==> config.mk <==
export PLATFORM = sky130hd
export DESIGN_NAME = adder4_accumulator
export DESIGN_NICKNAME = d
export VERILOG_FILES = /design/src/rtl/adder4_accumulator_pkg.sv /design/src/rtl/adder4_accumulator_full_adder.sv /design/src/rtl/adder4_accumulator.sv
export SDC_FILE = /design/constraint.sdc
export NUM_CORES = 1
export LEC_CHECK = 0
export CAP_MARGIN = 5
export CORE_MARGIN = 5
export CORE_UTILIZATION = 50
export CTS_CLUSTER_SIZE = 8
export DETAILED_ROUTE_END_ITERATION = 8
export GPL_TIMING_DRIVEN = 0
export HOLD_SLACK_MARGIN = 0.12
export PLACE_DENSITY = 0.83
export SLEW_MARGIN = 30
export SYNTH_ARGS = -nofsm -noshare
export SYNTH_HDL_FRONTEND = slang
export SYNTH_SLANG_ARGS = --single-unit
==> constraint.sdc <==
create_clock -name clk -period 6.3 [get_ports clk]
set_input_delay 0.945 -clock clk [delete_from_list [all_inputs] [get_ports clk]]
set_output_delay 0.945 -clock clk [all_outputs]
set_load 0.005 [all_outputs]
==> src/rtl/adder4_accumulator_pkg.sv <==
`default_nettype none
// ============================================================================
// Module  : adder4_accumulator_pkg
// Purpose : Shared command codes, FSM state encodings and the saturation
//           helper used by the 4-bit accumulator.
// Ports   : none (package)
// Revision: 1.0 - initial release
// ============================================================================
package adder4_accumulator_pkg;

  localparam int DATA_W = 4;

  // Command codes carried on in_cmd.
  typedef enum logic [1:0] {
    CMD_CLEAR = 2'b00,
    CMD_LOAD  = 2'b01,
    CMD_ADD   = 2'b10,
    CMD_READ  = 2'b11
  } cmd_e;

  // Control FSM states.
  typedef enum logic [1:0] {
    ST_IDLE = 2'b00,
    ST_EXEC = 2'b01,
    ST_HOLD = 2'b10
  } state_e;

  // Clamp value on signed overflow. Both operands share a sign when overflow
  // occurs, so the accumulator sign selects the rail.
  function automatic logic [DATA_W-1:0] sat_value(input logic sign);
    return sign ? 4'b1000 : 4'b0111;
  endfunction

endpackage
`default_nettype wire

==> src/rtl/adder4_accumulator_full_adder.sv <==
`default_nettype none
// ============================================================================
// Module  : FullAdder4bit
// Purpose : 4-bit ripple-carry adder with carry-out and signed overflow.
// Ports   : a, b      in  4  operands
//           sum       out 4  a + b (mod 16)
//           carryout  out 1  unsigned carry out of bit 3
//           overflow  out 1  two's complement overflow
// Revision: 1.0 - initial release
// ============================================================================
module FullAdder4bit (
  input  logic [3:0] a,
  input  logic [3:0] b,
  output logic [3:0] sum,
  output logic       carryout,
  output logic       overflow
);

  logic [4:0] carry;

  assign carry[0] = 1'b0;

  for (genvar i = 0; i < 4; i++) begin : g_bit
    assign sum[i]     = a[i] ^ b[i] ^ carry[i];
    assign carry[i+1] = (a[i] & b[i]) | (carry[i] & (a[i] ^ b[i]));
  end

  assign carryout = carry[4];
  // Signed overflow: carry into the sign bit differs from carry out of it.
  assign overflow = carry[3] ^ carry[4];

endmodule
`default_nettype wire

==> src/rtl/adder4_accumulator.sv <==
`default_nettype none
// ============================================================================
// Module  : adder4_accumulator
// Purpose : 4-bit accumulator around one FullAdder4bit. Commands arrive on a
//           valid/ready channel; each result is presented on a valid/ready
//           output channel and held until taken.
// Ports   : clk, rst_n              clock, async active-low reset
//           in_valid/in_ready       command handshake
//           in_cmd[1:0], in_data[3:0] command and operand
//           out_valid/out_ready     result handshake
//           out_acc, out_carry, out_ovf  result of the op
//           sticky_ovf              OR of out_ovf since last CLEAR/LOAD
//           op_count[CNT_W-1:0]     ADDs since last CLEAR, saturating
// Revision: 1.0 - initial release
// ============================================================================
module adder4_accumulator
  import adder4_accumulator_pkg::*;
#(
  parameter int CNT_W    = 8,
  parameter int SATURATE = 0
) (
  input  logic             clk,
  input  logic             rst_n,
  input  logic             in_valid,
  output logic             in_ready,
  input  logic [1:0]       in_cmd,
  input  logic [3:0]       in_data,
  output logic             out_valid,
  input  logic             out_ready,
  output logic [3:0]       out_acc,
  output logic             out_carry,
  output logic             out_ovf,
  output logic             sticky_ovf,
  output logic [CNT_W-1:0] op_count
);

  state_e     state;
  cmd_e       cmd_q;
  logic [3:0] operand_q;
  logic [3:0] acc;

  logic [3:0] add_sum;
  logic       add_carry;
  logic       add_ovf;
  logic [3:0] add_result;
  logic       accept;

  FullAdder4bit u_adder (
    .a        (acc),
    .b        (operand_q),
    .sum      (add_sum),
    .carryout (add_carry),
    .overflow (add_ovf)
  );

  // HOLD frees the slot in the same cycle the result is taken, allowing
  // back-to-back operation. Held low throughout reset.
  assign in_ready = rst_n & ((state == ST_IDLE) | ((state == ST_HOLD) & out_ready));
  assign accept   = in_valid & in_ready;

  always_comb begin
    add_result = add_sum;
    if ((SATURATE != 0) && add_ovf) begin
      add_result = sat_value(acc[3]);
    end
  end

  assign out_acc = acc;

  always_ff @(posedge clk or negedge rst_n) begin
    if (!rst_n) begin
      state      <= ST_IDLE;
      cmd_q      <= CMD_CLEAR;
      operand_q  <= '0;
      acc        <= '0;
      out_valid  <= 1'b0;
      out_carry  <= 1'b0;
      out_ovf    <= 1'b0;
      sticky_ovf <= 1'b0;
      op_count   <= '0;
    end else begin
      case (state)
        ST_IDLE: begin
          if (accept) begin
            cmd_q     <= cmd_e'(in_cmd);
            operand_q <= in_data;
            state     <= ST_EXEC;
          end
        end

        ST_EXEC: begin
          out_valid <= 1'b1;
          out_carry <= 1'b0;
          out_ovf   <= 1'b0;
          state     <= ST_HOLD;
          case (cmd_q)
            CMD_CLEAR: begin
              acc        <= '0;
              sticky_ovf <= 1'b0;
              op_count   <= '0;
            end
            CMD_LOAD: begin
              acc        <= operand_q;
              sticky_ovf <= 1'b0;
            end
            CMD_ADD: begin
              acc        <= add_result;
              out_carry  <= add_carry;
              out_ovf    <= add_ovf;
              sticky_ovf <= sticky_ovf | add_ovf;
              if (op_count != {CNT_W{1'b1}}) begin
                op_count <= op_count + CNT_W'(1);
              end
            end
            CMD_READ: begin
              acc <= acc;
            end
          endcase
        end

        ST_HOLD: begin
          if (out_ready) begin
            out_valid <= 1'b0;
            if (in_valid) begin
              cmd_q     <= cmd_e'(in_cmd);
              operand_q <= in_data;
              state     <= ST_EXEC;
            end else begin
              state <= ST_IDLE;
            end
          end
        end

        default: state <= ST_IDLE;
      endcase
    end
  end

endmodule
`default_nettype wire

* After elaboration in Yosys (flattened, before gate mapping)
Index checks and enable logic that the tools add are counted. W data, S select, Z words.
Storage, ports and cells: register bits 24, bits in latches 0, RAM bits 0, bits in read-only memories 0, output and inout port bits 17, word-level logic and storage cells 77, memories kept 0
Operators by class: $add $sub $neg 1, $mul 0, divide/modulo/power cells 0, $lt $le $gt $ge 0, eq/ne operators 10, shift operators 0, mux-type cells 20, bitwise gates (word level) 24, reduce and logical (&&, ||, !) cells 13
Operator list (number):
- $pmux W8 S2 | 1
- $mux W4 | 3
- $pmux W4 S3 | 1
- $and A1 B1 Y1 | 10
- $mux W2 | 5
- $add A8 B1 Y8 const B | 1
- $mux W8 | 1
- $ne A2 B2 Y1 const B | 4
- $ne A8 B8 Y1 const B | 1
- $pmux W4 S2 | 1
- $reduce_and A2 Y1 | 4
- $reduce_bool A2 Y1 | 4
- $xor A1 B1 Y1 | 8
- $eq A2 B2 Y1 const B | 3
- $pmux W2 S3 | 1
- $or A1 B1 Y1 | 5
- $eq A2 B1 Y1 const B | 2
- $logic_not A2 Y1 | 2
- $mux W1 | 4
- $pmux W1 S2 | 2
- $pmux W2 S2 | 1
- $reduce_and A4 Y1 | 1
- $reduce_and A3 Y1 | 1
- $reduce_or A2 Y1 | 1
- $not A1 Y1 | 1

* Logic depth before layout (Yosys ltp)
word-level depth 10, gate-level depth with buffers 11

* Modules after synthesis
Synthesis repeated with hierarchy kept, for this count alone.
Unflattened totals: cell total of the unflattened synthesis 129, area, all modules 1320.0 µm²
By module, submodules not included:
- adder4_accumulator | instances 1, cells each 114, area each 1201.2 µm², seq. area each 600.6 µm²
- FullAdder4bit | instances 1, cells each 15, area each 118.9 µm², seq. area each 0.0 µm²

* Least setup slack after synthesis
No wires, ideal clock.
path kind input port to output port, start input out_ready, end output in_ready, arrival time 1219 ps, required time 5355 ps, path slack 4136 ps, stages on the path 3, path through inv_1 > nand2_1 > and3b_1
On the way: longest elaborated chain between the ends 3
Ends and longest elaborated chain:
- start, declared | line adder4_accumulator.sv:29 | input logic out_ready,
- $and A1 B1 Y1 | line adder4_accumulator.sv:58 | assign in_ready = rst_n & ((state == ST_IDLE) | ((state == ST_HOLD) & out_ready));
- $or A1 B1 Y1 | line adder4_accumulator.sv:58
- $and A1 B1 Y1 | line adder4_accumulator.sv:58
- end, declared | line adder4_accumulator.sv:25 | output logic in_ready,
No other way between the ends.

* Final worst setup path
Same ends and word-level chain as after synthesis.

==> load_flow_metrics.sql <==
INSERT INTO impl_metrics (metric_group, metric, value, unit) VALUES
('floorplanning', 'design.portCount', '27', ''),
('min_path', 'hp-class', 'reg2reg', ''),
('synthesis', 'warning_count_from_the_yosys_run', '0', ''),
('global_routing', 'grt_antenna_before_repair', '0', ''),
('synthesis', 'syn_area_per_cell', '10.2', 'µm²'),
('clock_network', 'numCtsBuffers', '3', ''),
('timing', 'maxSlewViolCount', '0', ''),
('global_routing', 'grt_use_total', '0.164', ''),
('timing', 'slew-limit-headroom', '0.629', ''),
('finish', 'count_of_filler_cells_inserted_in_the_layout', '201', ''),
('critical_path', 'worst_path_most_repeated_cell', 'clkdlybuf4s50_1', ''),
('floorplanning', 'dieWidth', '60.5', 'µm'),
('critical_path', 'cp_peak_stage_delay', '490', 'ps'),
('synthesis', 'syn-num-nets', '144', ''),
('synthesis', 'synth_cell_types', '37', ''),
('finish', 'final_net_count', '175', ''),
('place', 'dpl_cell_area', '0.00157', 'mm²'),
('routing', 'drt.antenna.violating_nets', '0', ''),
('timing', 'final.min_clock_period', '3120', 'ps'),
('critical_path', 'path_buf_inv', '3', ''),
('synthesis', 'synth_area', '0.00127', 'mm²'),
('timing', 'hold_viol_final', '0', ''),
('floorplanning', 'die_span_in_y', '60.5', 'µm'),
('timing', 'setup_viol', '0', ''),
('synthesis', 'post_synthesis_sequential_area_ratio', '0.471', ''),
('routing', 'vias_per_cell', '5.45', ''),
('routing', 'detailedRoute.firstIterationViolations', '20', ''),
('routing', 'first_pass_iters', '4', ''),
('global_routing', 'grt-ovfl-total', '0', ''),
('clock_network', 'cts_resized', '0', ''),
('place', 'post-dp-hpwl', '1950', 'µm'),
('global_routing', 'grt_pass1_vias', '1013', ''),
('synthesis', 'ys_ff_latch', '24', ''),
('timing', 'worstMarginPinSlew', '557', 'ps'),
('finish', 'final_design_area_no_fill', '0.00160', 'mm²'),
('timing', 'fmaxAchievable', '320', 'MHz'),
('clock_network', 'cts_tree', 'yes', ''),
('floorplanning', 'floorplan.rows', '18', ''),
('floorplanning', 'dieArea', '0.00366', 'mm²'),
('critical_path', 'crit_arrival', '2180', 'ps'),
('finish', 'ratio_of_cells_with_drive_above_1_in_the_final_layout', '0.0839', ''),
('place', 'portBuffers', '26', ''),
('power', 'worst_ir_drop_vdd', '0.260', 'mV'),
('clock_network', 'cts.htree.levels', '1', ''),
('outcome', 'result_of_the_run', 'finished, final reports clean', ''),
('clock_network', 'clockBufferDepth', '2', ''),
('clock_network', 'clock_transition_at_the_registers_of_the_reported_paths', '130', 'ps'),
('finish', 'num_antenna_cells', '0', ''),
('flow_run', 'maxCapViolations', '0', ''),
('place', 'gp_congestion', '0.806', ''),
('clock_network', 'clock_insertion_delay_worst_skew', '320', 'ps'),
('critical_path', 'critical-path-top-delay-family', 'buffers and inverters', ''),
('timing', 'grt_setup_unrepaired', 'false', ''),
('clock_network', 'post_cts.repair.setup_buffers', '0', ''),
('global_routing', 'grt_pass1_wl', '4430', 'µm'),
('floorplanning', 'placeableCoreArea', '0.00245', 'mm²'),
('timing', 'final_min_period_over_clock_period', '0.495', ''),
('routing', 'drt-total-wl', '2600', 'µm'),
('critical_path', 'slowest_stage', 'clkdlybuf4s50_1', ''),
('critical_path', 'type_of_destination_of_the_critical_path', 'output port', ''),
('finish', 'syn_to_final_growth', '25.8', '%'),
('critical_path', 'critPathMaxFanout', '2', ''),
('global_routing', 'grt_max_degree', '27', ''),
('routing', 'routed_len_inst', '14.1', 'µm'),
('critical_path', 'crit_chain', 'clkdlybuf4s50_1 -> inv_1 -> nand2_1 -> and3b_1 -> clkdlybuf4s50_1', ''),
('timing', 'final.setup.tns', '0', 'ps'),
('synthesis', 'postSynthCellCount', '125', ''),
('critical_path', 'critPathRequiredTime', '5350', 'ps'),
('critical_path', 'setup.worst_path.class', 'in2out', ''),
('clock_network', 'tritoncts_num_sinks', '24', ''),
('routing', 'vias', '1008', ''),
('power', 'p_leak', '0.695', 'nW'),
('critical_path', 'critPathLaunchType', 'primary input', ''),
('routing', 'remaining_drc_errors', '0', ''),
('clock_network', 'clock-root-buffer', 'clkbuf_4', ''),
('power', 'power_density', '309', 'mW/mm²'),
('clock_network', 'hold_buffers', '0', ''),
('floorplanning', 'floorplan.initialDensity', '0.519', ''),
('timing', 'clock_skew', '2.19', 'ps');
==> through the flow <==
| step | std cells | power, mW | setup WS, ps | util | hold WS, ps |
|---|---|---|---|---|---|
| 4_1_cts | 185 | 0.504 | 3170 | 0.653 | 486 |
| 3_5_place_dp | 181 | 0.419 | 3170 | 0.639 | 457 |
| 2_1_floorplan | 125 | 0.329 | 4140 | - | 461 |
| 3_3_place_gp | 181 | 0.409 | 2360 | 0.641 | 456 |
| 6_report | 185 | 0.496 | 3180 | 0.653 | 483 |
| 5_1_grt | 185 | 0.537 | 3090 | 0.653 | 518 |
==> cells in the mapped netlist <==
cell,count,area [µm²]
o221ai_2,1,15.0
fa_1,3,60.1
nand4_1,2,12.5
a22o_1,4,35.0
xor2_1,1,8.76
inv_1,12,45.0
o22a_1,1,8.76
nand2_1,15,56.3
nor2b_1,1,6.26
o21a_1,1,7.51
and2b_4,1,10.0
o21ai_1,1,5.00
nand3b_1,1,7.51
o31ai_1,3,22.5
nor4_1,1,6.26
nand2_2,1,6.26
mux2_4,1,15.0
nand3_1,2,10.0
o21ai_0,14,70.1
a211o_1,1,8.76
nor2_1,7,26.3
ha_1,6,75.1
buf_2,1,5.00
mux2_2,1,11.3
nor3_1,2,10.0
dfrtp_1,24,601
o41ai_1,1,8.76
a21oi_1,1,5.00
nor3b_2,1,12.5
nand2b_1,3,18.8
and3b_1,1,8.76
clkbuf_1,1,3.75
mux2i_1,1,10.0
a22oi_1,4,30.0
and2_1,2,12.5
xnor2_1,1,8.76
buf_6,1,11.3
==> registers in the layout, indices dropped and copies added, names as in the netlist <==
signal and flops:
op_count 8, sticky_ovf 1, operand_q 4, out_ovf 1
out_carry 1, cmd_q 2, out_acc 4, out_valid 1
state 2
==> worst min-delay path, delay by kind of cell (launching register included) <==
kind	cells	cell delay [ps]
flip-flops	1	370
AND/OR/NAND/NOR	2	100
==> routing by layer <==
layer | GRT usage | routed length, µm
met3 | 0.0234 | 169
met1 | 0.207 | 1140
met4 | 0.0960 | 55
met2 | 0.269 | 1230
met5 | 0 | 0
==> logic make-up after synthesis <==
kind of cell,share of synthesized area
and+or+nand+nor,0.160
AOI/OAI and AO/OA,0.170
DFF,0.471
buffers and inverters,0.0510
adders and majority gates,0.106
muxes,0.0285
xor gates and xnor gates,0.0137
==> report_power, final <==
part | internal [mW] | leakage [nW] | total, mW | switching, mW
clock network | 0.0354 | 0.0210 | 0.0820 | 0.0467
registers | 0.189 | 0.317 | 0.222 | 0.0331
logic | 0.105 | 0.357 | 0.192 | 0.0867
total | 0.330 | 0.695 | 0.496 | 0.166
==> cell type report <==
class | count | area (µm²) | area share
Multi-Input combinational cell | 86 | 609 | 0.380
Sequential cell | 24 | 601 | 0.374
Timing Repair Buffer | 26 | 255 | 0.159
Inverter | 12 | 45.0 | 0.0281
Tap cell | 30 | 37.5 | 0.0234
Clock buffer | 4 | 36.3 | 0.0226
Buffer | 3 | 20.0 | 0.0125
==> layout by cell type, fill, tap and decap left out, types with 2 or more instances in the layout <==
cell             synthesis  routed
nor2_1                   7       7
inv_1                   12      12
a22oi_1                  4       4
clkbuf_4                 0       3
nand4_1                  2       2
nand3_1                  2       2
dfrtp_1                 24      24
fa_1                     3       3
o21ai_0                 14      14
buf_2                    1       2
clkdlybuf4s50_1          0      25
o31ai_1                  3       3
nand2b_1                 3       3
nand2_1                 15      15
a22o_1                   4       4
ha_1                     6       6
and2_1                   2       2
nor3_1                   2       2
==> path summary, 6_finish.rpt <==
check	start	end	depth (start not counted)	slack [ps]
max	out_ready	in_ready	5	3180
max reg2reg	operand_q[0]	out_acc[3]	11	3950
min reg2reg	out_carry	out_carry	2	480
min in group asynchronous	rst_n	op_count[3]	1	590
max in group asynchronous	rst_n	op_count[7]	1	5340
min	out_carry	out_carry	2	480
(Power assumes the default switching activity.)
